`src/rtl/ram_arb_pkg.sv`:
```
// Shared types and constants for the RAM port arbiter: FSM state encoding,
// default ROM boundary and the starvation counter width.
package ram_arb_pkg;

    typedef enum logic [1:0] {
        StIdle,
        StCpuAcc,
        StSpiAcc
    } arb_state_e;

    localparam logic [15:0] RomTopDefault = 16'h3000;

    function automatic int unsigned starve_cnt_width(input int unsigned max_wait);
        return (max_wait == 0) ? 1 : $clog2(max_wait + 1);
    endfunction

endpackage

```
`src/rtl/spi_req_buffer.sv`:
```
// One-entry holding register for SPI loader requests. Presents either the latched
// request or the live one, and raises a sticky overflow flag when a request is dropped.
module spi_req_buffer #(
    parameter int unsigned ADDR_W = 16,
    parameter int unsigned DATA_W = 8
) (
    input  logic              clk,
    input  logic              reset,
    input  logic              spi_wr,
    input  logic              spi_rd,
    input  logic [ADDR_W-1:0] spi_addr,
    input  logic [DATA_W-1:0] spi_wdata,
    input  logic              grant,
    output logic              req_valid,
    output logic              req_we,
    output logic [ADDR_W-1:0] req_addr,
    output logic [DATA_W-1:0] req_wdata,
    output logic              pend,
    output logic              spi_ovf
);

    logic              pend_q, pend_d;
    logic              we_q, we_d;
    logic [ADDR_W-1:0] addr_q, addr_d;
    logic [DATA_W-1:0] wdata_q, wdata_d;
    logic              ovf_q, ovf_d;
    logic              new_req;

    assign new_req   = spi_wr | spi_rd;
    assign req_valid = pend_q | new_req;
    assign req_we    = pend_q ? we_q : spi_wr;
    assign req_addr  = pend_q ? addr_q : spi_addr;
    assign req_wdata = pend_q ? wdata_q : spi_wdata;
    assign pend      = pend_q;
    assign spi_ovf   = ovf_q;

    always_comb begin
        pend_d  = pend_q;
        we_d    = we_q;
        addr_d  = addr_q;
        wdata_d = wdata_q;
        ovf_d   = ovf_q;
        // Simultaneous write and read: write wins, read is lost.
        if (spi_wr && spi_rd) begin
            ovf_d = 1'b1;
        end
        if (pend_q) begin
            if (grant) begin
                // Slot frees at this edge, so a new arrival can take it.
                pend_d  = new_req;
                we_d    = spi_wr;
                addr_d  = spi_addr;
                wdata_d = spi_wdata;
            end else if (new_req) begin
                ovf_d = 1'b1;
            end
        end else if (new_req && !grant) begin
            pend_d  = 1'b1;
            we_d    = spi_wr;
            addr_d  = spi_addr;
            wdata_d = spi_wdata;
        end
    end

    always_ff @(posedge clk) begin
        if (reset) begin
            pend_q  <= 1'b0;
            we_q    <= 1'b0;
            addr_q  <= '0;
            wdata_q <= '0;
            ovf_q   <= 1'b0;
        end else begin
            pend_q  <= pend_d;
            we_q    <= we_d;
            addr_q  <= addr_d;
            wdata_q <= wdata_d;
            ovf_q   <= ovf_d;
        end
    end

endmodule

```
`src/rtl/ram_port_arbiter.sv`:
```
// Shares the CPU-side port of the 48K system RAM between the Z80 bus and the SPI
// loader, stalling the CPU only on contention and blocking CPU writes to ROM.
module ram_port_arbiter
    import ram_arb_pkg::*;
#(
    parameter int unsigned       ADDR_W       = 16,
    parameter int unsigned       DATA_W       = 8,
    parameter logic [ADDR_W-1:0] ROM_TOP      = RomTopDefault,
    parameter int unsigned       SPI_MAX_WAIT = 8
) (
    input  logic              clk,
    input  logic              reset,
    input  logic              hold,
    input  logic              cpu_req,
    input  logic              cpu_we,
    input  logic [ADDR_W-1:0] cpu_addr,
    input  logic [DATA_W-1:0] cpu_wdata,
    output logic [DATA_W-1:0] cpu_rdata,
    output logic              cpu_ack,
    output logic              cpu_wait_n,
    input  logic              spi_wr,
    input  logic              spi_rd,
    input  logic [ADDR_W-1:0] spi_addr,
    input  logic [DATA_W-1:0] spi_wdata,
    output logic [DATA_W-1:0] spi_rdata,
    output logic              spi_rvalid,
    output logic              spi_ovf,
    output logic              ram_we,
    output logic [ADDR_W-1:0] ram_addr,
    output logic [DATA_W-1:0] ram_din,
    input  logic [DATA_W-1:0] ram_dout
);

    localparam int unsigned          StarveW   = starve_cnt_width(SPI_MAX_WAIT);
    localparam logic [StarveW-1:0]   StarveMax = StarveW'(SPI_MAX_WAIT);

    arb_state_e        state_q, state_d;
    logic              cpu_pend_q, cpu_pend_d;
    logic              cpu_we_q, cpu_we_d;
    logic [ADDR_W-1:0] cpu_addr_q, cpu_addr_d;
    logic [DATA_W-1:0] cpu_wdata_q, cpu_wdata_d;
    logic [StarveW-1:0] starve_q, starve_d;
    logic              ram_we_q, ram_we_d;
    logic [ADDR_W-1:0] ram_addr_q, ram_addr_d;
    logic [DATA_W-1:0] ram_din_q, ram_din_d;
    logic              acc_we_q, acc_we_d;
    logic              cpu_ack_q, cpu_ack_rd_q, spi_rvalid_q;
    logic [DATA_W-1:0] cpu_rdata_q, cpu_rdata_d;
    logic [DATA_W-1:0] spi_rdata_q, spi_rdata_d;

    logic              cpu_valid, cpu_sel_we;
    logic [ADDR_W-1:0] cpu_sel_addr;
    logic [DATA_W-1:0] cpu_sel_wdata;
    logic              spi_valid, spi_sel_we, spi_pend;
    logic [ADDR_W-1:0] spi_sel_addr;
    logic [DATA_W-1:0] spi_sel_wdata;
    logic              cpu_grant, spi_grant;

    spi_req_buffer #(
        .ADDR_W (ADDR_W),
        .DATA_W (DATA_W)
    ) u_spi_buf (
        .clk       (clk),
        .reset     (reset),
        .spi_wr    (spi_wr),
        .spi_rd    (spi_rd),
        .spi_addr  (spi_addr),
        .spi_wdata (spi_wdata),
        .grant     (spi_grant),
        .req_valid (spi_valid),
        .req_we    (spi_sel_we),
        .req_addr  (spi_sel_addr),
        .req_wdata (spi_sel_wdata),
        .pend      (spi_pend),
        .spi_ovf   (spi_ovf)
    );

    // A latched CPU request masks any new cpu_req until it is granted.
    assign cpu_valid     = cpu_pend_q | cpu_req;
    assign cpu_sel_we    = cpu_pend_q ? cpu_we_q : cpu_we;
    assign cpu_sel_addr  = cpu_pend_q ? cpu_addr_q : cpu_addr;
    assign cpu_sel_wdata = cpu_pend_q ? cpu_wdata_q : cpu_wdata;

    always_comb begin
        state_d   = state_q;
        cpu_grant = 1'b0;
        spi_grant = 1'b0;
        unique case (state_q)
            StIdle: begin
                if (hold) begin
                    spi_grant = spi_valid;
                end else if (cpu_valid && spi_valid && (starve_q >= StarveMax)) begin
                    spi_grant = 1'b1;
                end else if (cpu_valid) begin
                    cpu_grant = 1'b1;
                end else begin
                    spi_grant = spi_valid;
                end
                if (cpu_grant) begin
                    state_d = StCpuAcc;
                end else if (spi_grant) begin
                    state_d = StSpiAcc;
                end
            end
            StCpuAcc, StSpiAcc: state_d = StIdle;
            default:            state_d = StIdle;
        endcase
    end

    always_comb begin
        cpu_pend_d  = cpu_pend_q;
        cpu_we_d    = cpu_we_q;
        cpu_addr_d  = cpu_addr_q;
        cpu_wdata_d = cpu_wdata_q;
        if (cpu_pend_q) begin
            if (cpu_grant) begin
                cpu_pend_d = 1'b0;
            end
        end else if (cpu_req && !cpu_grant) begin
            cpu_pend_d  = 1'b1;
            cpu_we_d    = cpu_we;
            cpu_addr_d  = cpu_addr;
            cpu_wdata_d = cpu_wdata;
        end

        starve_d = starve_q;
        if (spi_grant) begin
            starve_d = '0;
        end else if (spi_pend && (starve_q < StarveMax)) begin
            starve_d = starve_q + StarveW'(1);
        end

        ram_we_d   = 1'b0;
        ram_addr_d = ram_addr_q;
        ram_din_d  = ram_din_q;
        acc_we_d   = acc_we_q;
        if (cpu_grant) begin
            // Protected writes still run the access cycle; only the strobe is suppressed.
            ram_we_d   = cpu_sel_we && (cpu_sel_addr >= ROM_TOP);
            ram_addr_d = cpu_sel_addr;
            ram_din_d  = cpu_sel_wdata;
            acc_we_d   = cpu_sel_we;
        end else if (spi_grant) begin
            ram_we_d   = spi_sel_we;
            ram_addr_d = spi_sel_addr;
            ram_din_d  = spi_sel_wdata;
            acc_we_d   = spi_sel_we;
        end

        // RAM data is valid in the ack cycle, so pass it straight through then.
        cpu_rdata_d = cpu_ack_rd_q ? ram_dout : cpu_rdata_q;
        spi_rdata_d = spi_rvalid_q ? ram_dout : spi_rdata_q;
    end

    always_ff @(posedge clk) begin
        if (reset) begin
            state_q      <= StIdle;
            cpu_pend_q   <= 1'b0;
            cpu_we_q     <= 1'b0;
            cpu_addr_q   <= '0;
            cpu_wdata_q  <= '0;
            starve_q     <= '0;
            ram_we_q     <= 1'b0;
            ram_addr_q   <= '0;
            ram_din_q    <= '0;
            acc_we_q     <= 1'b0;
            cpu_ack_q    <= 1'b0;
            cpu_ack_rd_q <= 1'b0;
            spi_rvalid_q <= 1'b0;
            cpu_rdata_q  <= '0;
            spi_rdata_q  <= '0;
        end else begin
            state_q      <= state_d;
            cpu_pend_q   <= cpu_pend_d;
            cpu_we_q     <= cpu_we_d;
            cpu_addr_q   <= cpu_addr_d;
            cpu_wdata_q  <= cpu_wdata_d;
            starve_q     <= starve_d;
            ram_we_q     <= ram_we_d;
            ram_addr_q   <= ram_addr_d;
            ram_din_q    <= ram_din_d;
            acc_we_q     <= acc_we_d;
            cpu_ack_q    <= (state_q == StCpuAcc);
            cpu_ack_rd_q <= (state_q == StCpuAcc) && !acc_we_q;
            spi_rvalid_q <= (state_q == StSpiAcc) && !acc_we_q;
            cpu_rdata_q  <= cpu_rdata_d;
            spi_rdata_q  <= spi_rdata_d;
        end
    end

    assign ram_we     = ram_we_q;
    assign ram_addr   = ram_addr_q;
    assign ram_din    = ram_din_q;
    assign cpu_ack    = cpu_ack_q;
    assign cpu_rdata  = cpu_rdata_d;
    assign cpu_wait_n = !cpu_pend_q;
    assign spi_rvalid = spi_rvalid_q;
    assign spi_rdata  = spi_rdata_d;

endmodule

```
`config.mk`:
```
export PLATFORM = sky130hd
export DESIGN_NAME = ram_port_arbiter
export DESIGN_NICKNAME = d
export VERILOG_FILES = /design/src/rtl/ram_arb_pkg.sv /design/src/rtl/spi_req_buffer.sv /design/src/rtl/ram_port_arbiter.sv
export SDC_FILE = /design/constraint.sdc
export NUM_CORES = 1
export LEC_CHECK = 0
export CAP_MARGIN = 15
export CORE_MARGIN = 4
export CORE_UTILIZATION = 54
export CTS_CLUSTER_SIZE = 14
export DETAILED_ROUTE_END_ITERATION = 10
export PLACE_DENSITY = 0.84
export SYNTH_ARGS = -nofsm -noshare
export SYNTH_HDL_FRONTEND = slang
export SYNTH_SLANG_ARGS = --single-unit
```
`constraint.sdc`:
```
create_clock -name clk -period 2.6 [get_ports clk]
set_clock_uncertainty 0.2 [all_clocks]
set_input_delay 0.26 -clock clk [delete_from_list [all_inputs] [get_ports clk]]
set_output_delay 0.26 -clock clk [all_outputs]
set_load 0.02 [all_outputs]
```
==> metrics.yaml <==
status: "finished clean"
first_pass_iters: 4
report.final.slew_viol_count: 0
initial_core_util: 0.564
crit_path_end_kind: "output pin"
design_area_sq_um: 6060
via_per_inst: 5.47
vias: 3741
crit_chain: "mux2_2 -> clkdlybuf4s50_1"
final_cells: 684
worst_slew_pin_slew_ns: 0.956
leakage_nw: 2.34
grt_pass1_vias: 3738
dp.final_hpwl_um: 8330
synth-edff-count: 0
antenna_found_initial: 0
gp_congestion: 0.884
crit_type: "flip-flop to output pin"
dp.cells: 668
overflow: 0
worstPathArrival_ns: 1.90
async_reset_ff_frac: 0
io_buffers: 107
min_path_type: "input pin to flip-flop"
holdBufCountCts: 0
drive_gt1_frac: 0.149
ys_seq_elements: 104
cap_violations: 0
ctsLongestPathBuffers: 2
critical_path_required_ns: 2.14
cts_setup_buffers: 0
netlist.area_leader.share: 0.440
synth-main-ff-cell: "dfxtp_1"
core_sq_um: 8380
p_per_area_nw_per_um2: 616
clk_pin_slew_worst_paths_ns: 0.09
max_stage_delay_ns: 0.59
hold_viol: 0
synthCells: 476
diodes: 0
cts_resized: 0
fmax_mhz: 424
worst_path_max_delay_cell: "dfxtp_1"
start_kind: "flip-flop"
track_usage: 0.223
clock_latency_ns: 0.36
cts-root-buf: "clkbuf_8"
yosysTopAreaCell: "dfxtp_1"
row_count: 33
fin_crit_ns: 2.36
maxSlewHeadroom: 0.362
synth_area_sq_um: 4730
ys_types: 45
antenna_left: 0
synth_warnings: 0
fp.dieW_um: 102
period_share: 0.907
seq_area_frac_synth: 0.440
critPathMaxFanout: 9
ir_drop_mv: 0.323
drc: 0
dpl_cell_area_sq_um: 5870
htreeDepth: 3
synth_nets: 541
synthTopCellsByArea: "dfxtp_1, mux2i_1, mux2_2"
area_growth_pct: 28.3
die_area_sq_um: 10300
wire_per_inst_um: 16.6
fin_tns_setup_ns: 0
grt_max_degree: 55
cts_made_buffers: 9
drt_wl_total_um: 11300
fp.dieH_um: 102
boundaryPins: 108
clock_sinks: 104
drtIter0Drc: 164
num-nets-final: 639
cts_tree: "done"
rsz0062_at_grt: "false"
syn_area_per_cell_sq_um: 9.93
setup_viol: 0
grt_pass1_wl_um: 18200
[critical path, delay by kind of cell (launching register included)]
kind	cells	cell delay, ns
buf+inv	1	0.55
flops	1	0.59
mux	1	0.40
[path summary, 6_finish.rpt]
check / from / endpoint / slack (ns) / cells past startpoint
max reg2reg: cpu_pend_q / ram_addr[9] / 0.34 / 4
min reg2reg: cpu_wdata_q[3] / cpu_wdata_q[3] / 0.26 / 2
max: spi_rvalid / spi_rdata[1] / 0.24 / 2
min: reset / state_q[1] / 0.14 / 2
[synthesized netlist by cell type (2+ instances only)]
master and instances:
a21oi_1 21, a21oi_2 6, a221o_1 23, a221oi_1 2
buf_2 10, buf_4 2, buf_6 5, clkbuf_1 15
dfxtp_1 104, ha_1 2, inv_1 4, mux2_2 42
mux2i_1 51, nand2_1 53, nand2b_1 51, nor2_1 31
nor2b_1 18, nor3_1 5, o21ai_0 3, o22ai_1 3
[kinds of logic (layout without fill, tap and decap cells)]
logic type	count (synthesis)	after routing	share of synthesized area
simple gates	167	167	0.176
buf+inv	37	140	0.0416
flops	104	104	0.440
xor+xnor	2	2	0.00371
mux	94	94	0.213
fa+ha+maj	2	2	0.00529
compound gates	70	70	0.120
[sequential cells by signal (all words and copies together), names as in the netlist, 2 cells and up]
register,count
spi_rdata_q,8
state_q,2
ram_din,8
starve_q,4
u_spi_buf.wdata_q,8
cpu_wdata_q,8
cpu_rdata_q,8
ram_addr,16
u_spi_buf.addr_q,16
cpu_addr_q,16
[layout by cell type (no fill, tap or decap), drive strengths merged, types with 2 or more instances in the layout]
cell,n
buf,14
inv,4
a21oi,27
ha,2
clkdlybuf4s50,106
o21ai,4
nor2b,18
o22ai,3
mux2,42
mux2i,52
nor3,5
clkinv,3
a221oi,2
dfxtp,104
nand2b,51
nor2,32
clkbuf,11
a221o,23
nand2,53
[area by class of cell]
class / count / area (sq um)
flip-flops and latches: 104 / 2080
repair buffers: 120 / 1190
fillers: 612 / 2320
clock buffers: 11 / 141
well taps: 105 / 131
multi-input cells: 335 / 2450
clock inverters: 5 / 56.3
inverters: 4 / 15.0
[where the power goes]
group	total [mW]	switching, mW	internal (mW)	leakage [nW]
combinational	0.909	0.433	0.475	1.39
sequential	1.83	0.0946	1.73	0.852
clock	0.998	0.528	0.471	0.0993
total	3.74	1.06	2.68	2.34
[through the flow]
step	setup slack [ns]	hold WS, ns	power, mW	utilization
2_1_floorplan	0.823	0.196	2.40	-
3_3_place_gp	0.150	0.238	2.74	0.700
3_5_place_dp	0.0737	0.247	2.77	0.700
4_1_cts	0.191	0.115	3.76	0.724
5_1_grt	0.143	0.130	3.89	0.724
6_report	0.241	0.138	3.74	0.724
[routing by layer]
layer | track usage | vias up | part of all wire
met1 | 0.282 | 1777 | 0.42
met4 | 0.0573 | 0 | 0.012
met3 | 0.0620 | 13 | 0.070
met2 | 0.375 | 103 | 0.49
met5 | 0 | - | 0
li1 | - | 1848 | -
(Power assumes the default switching activity.)
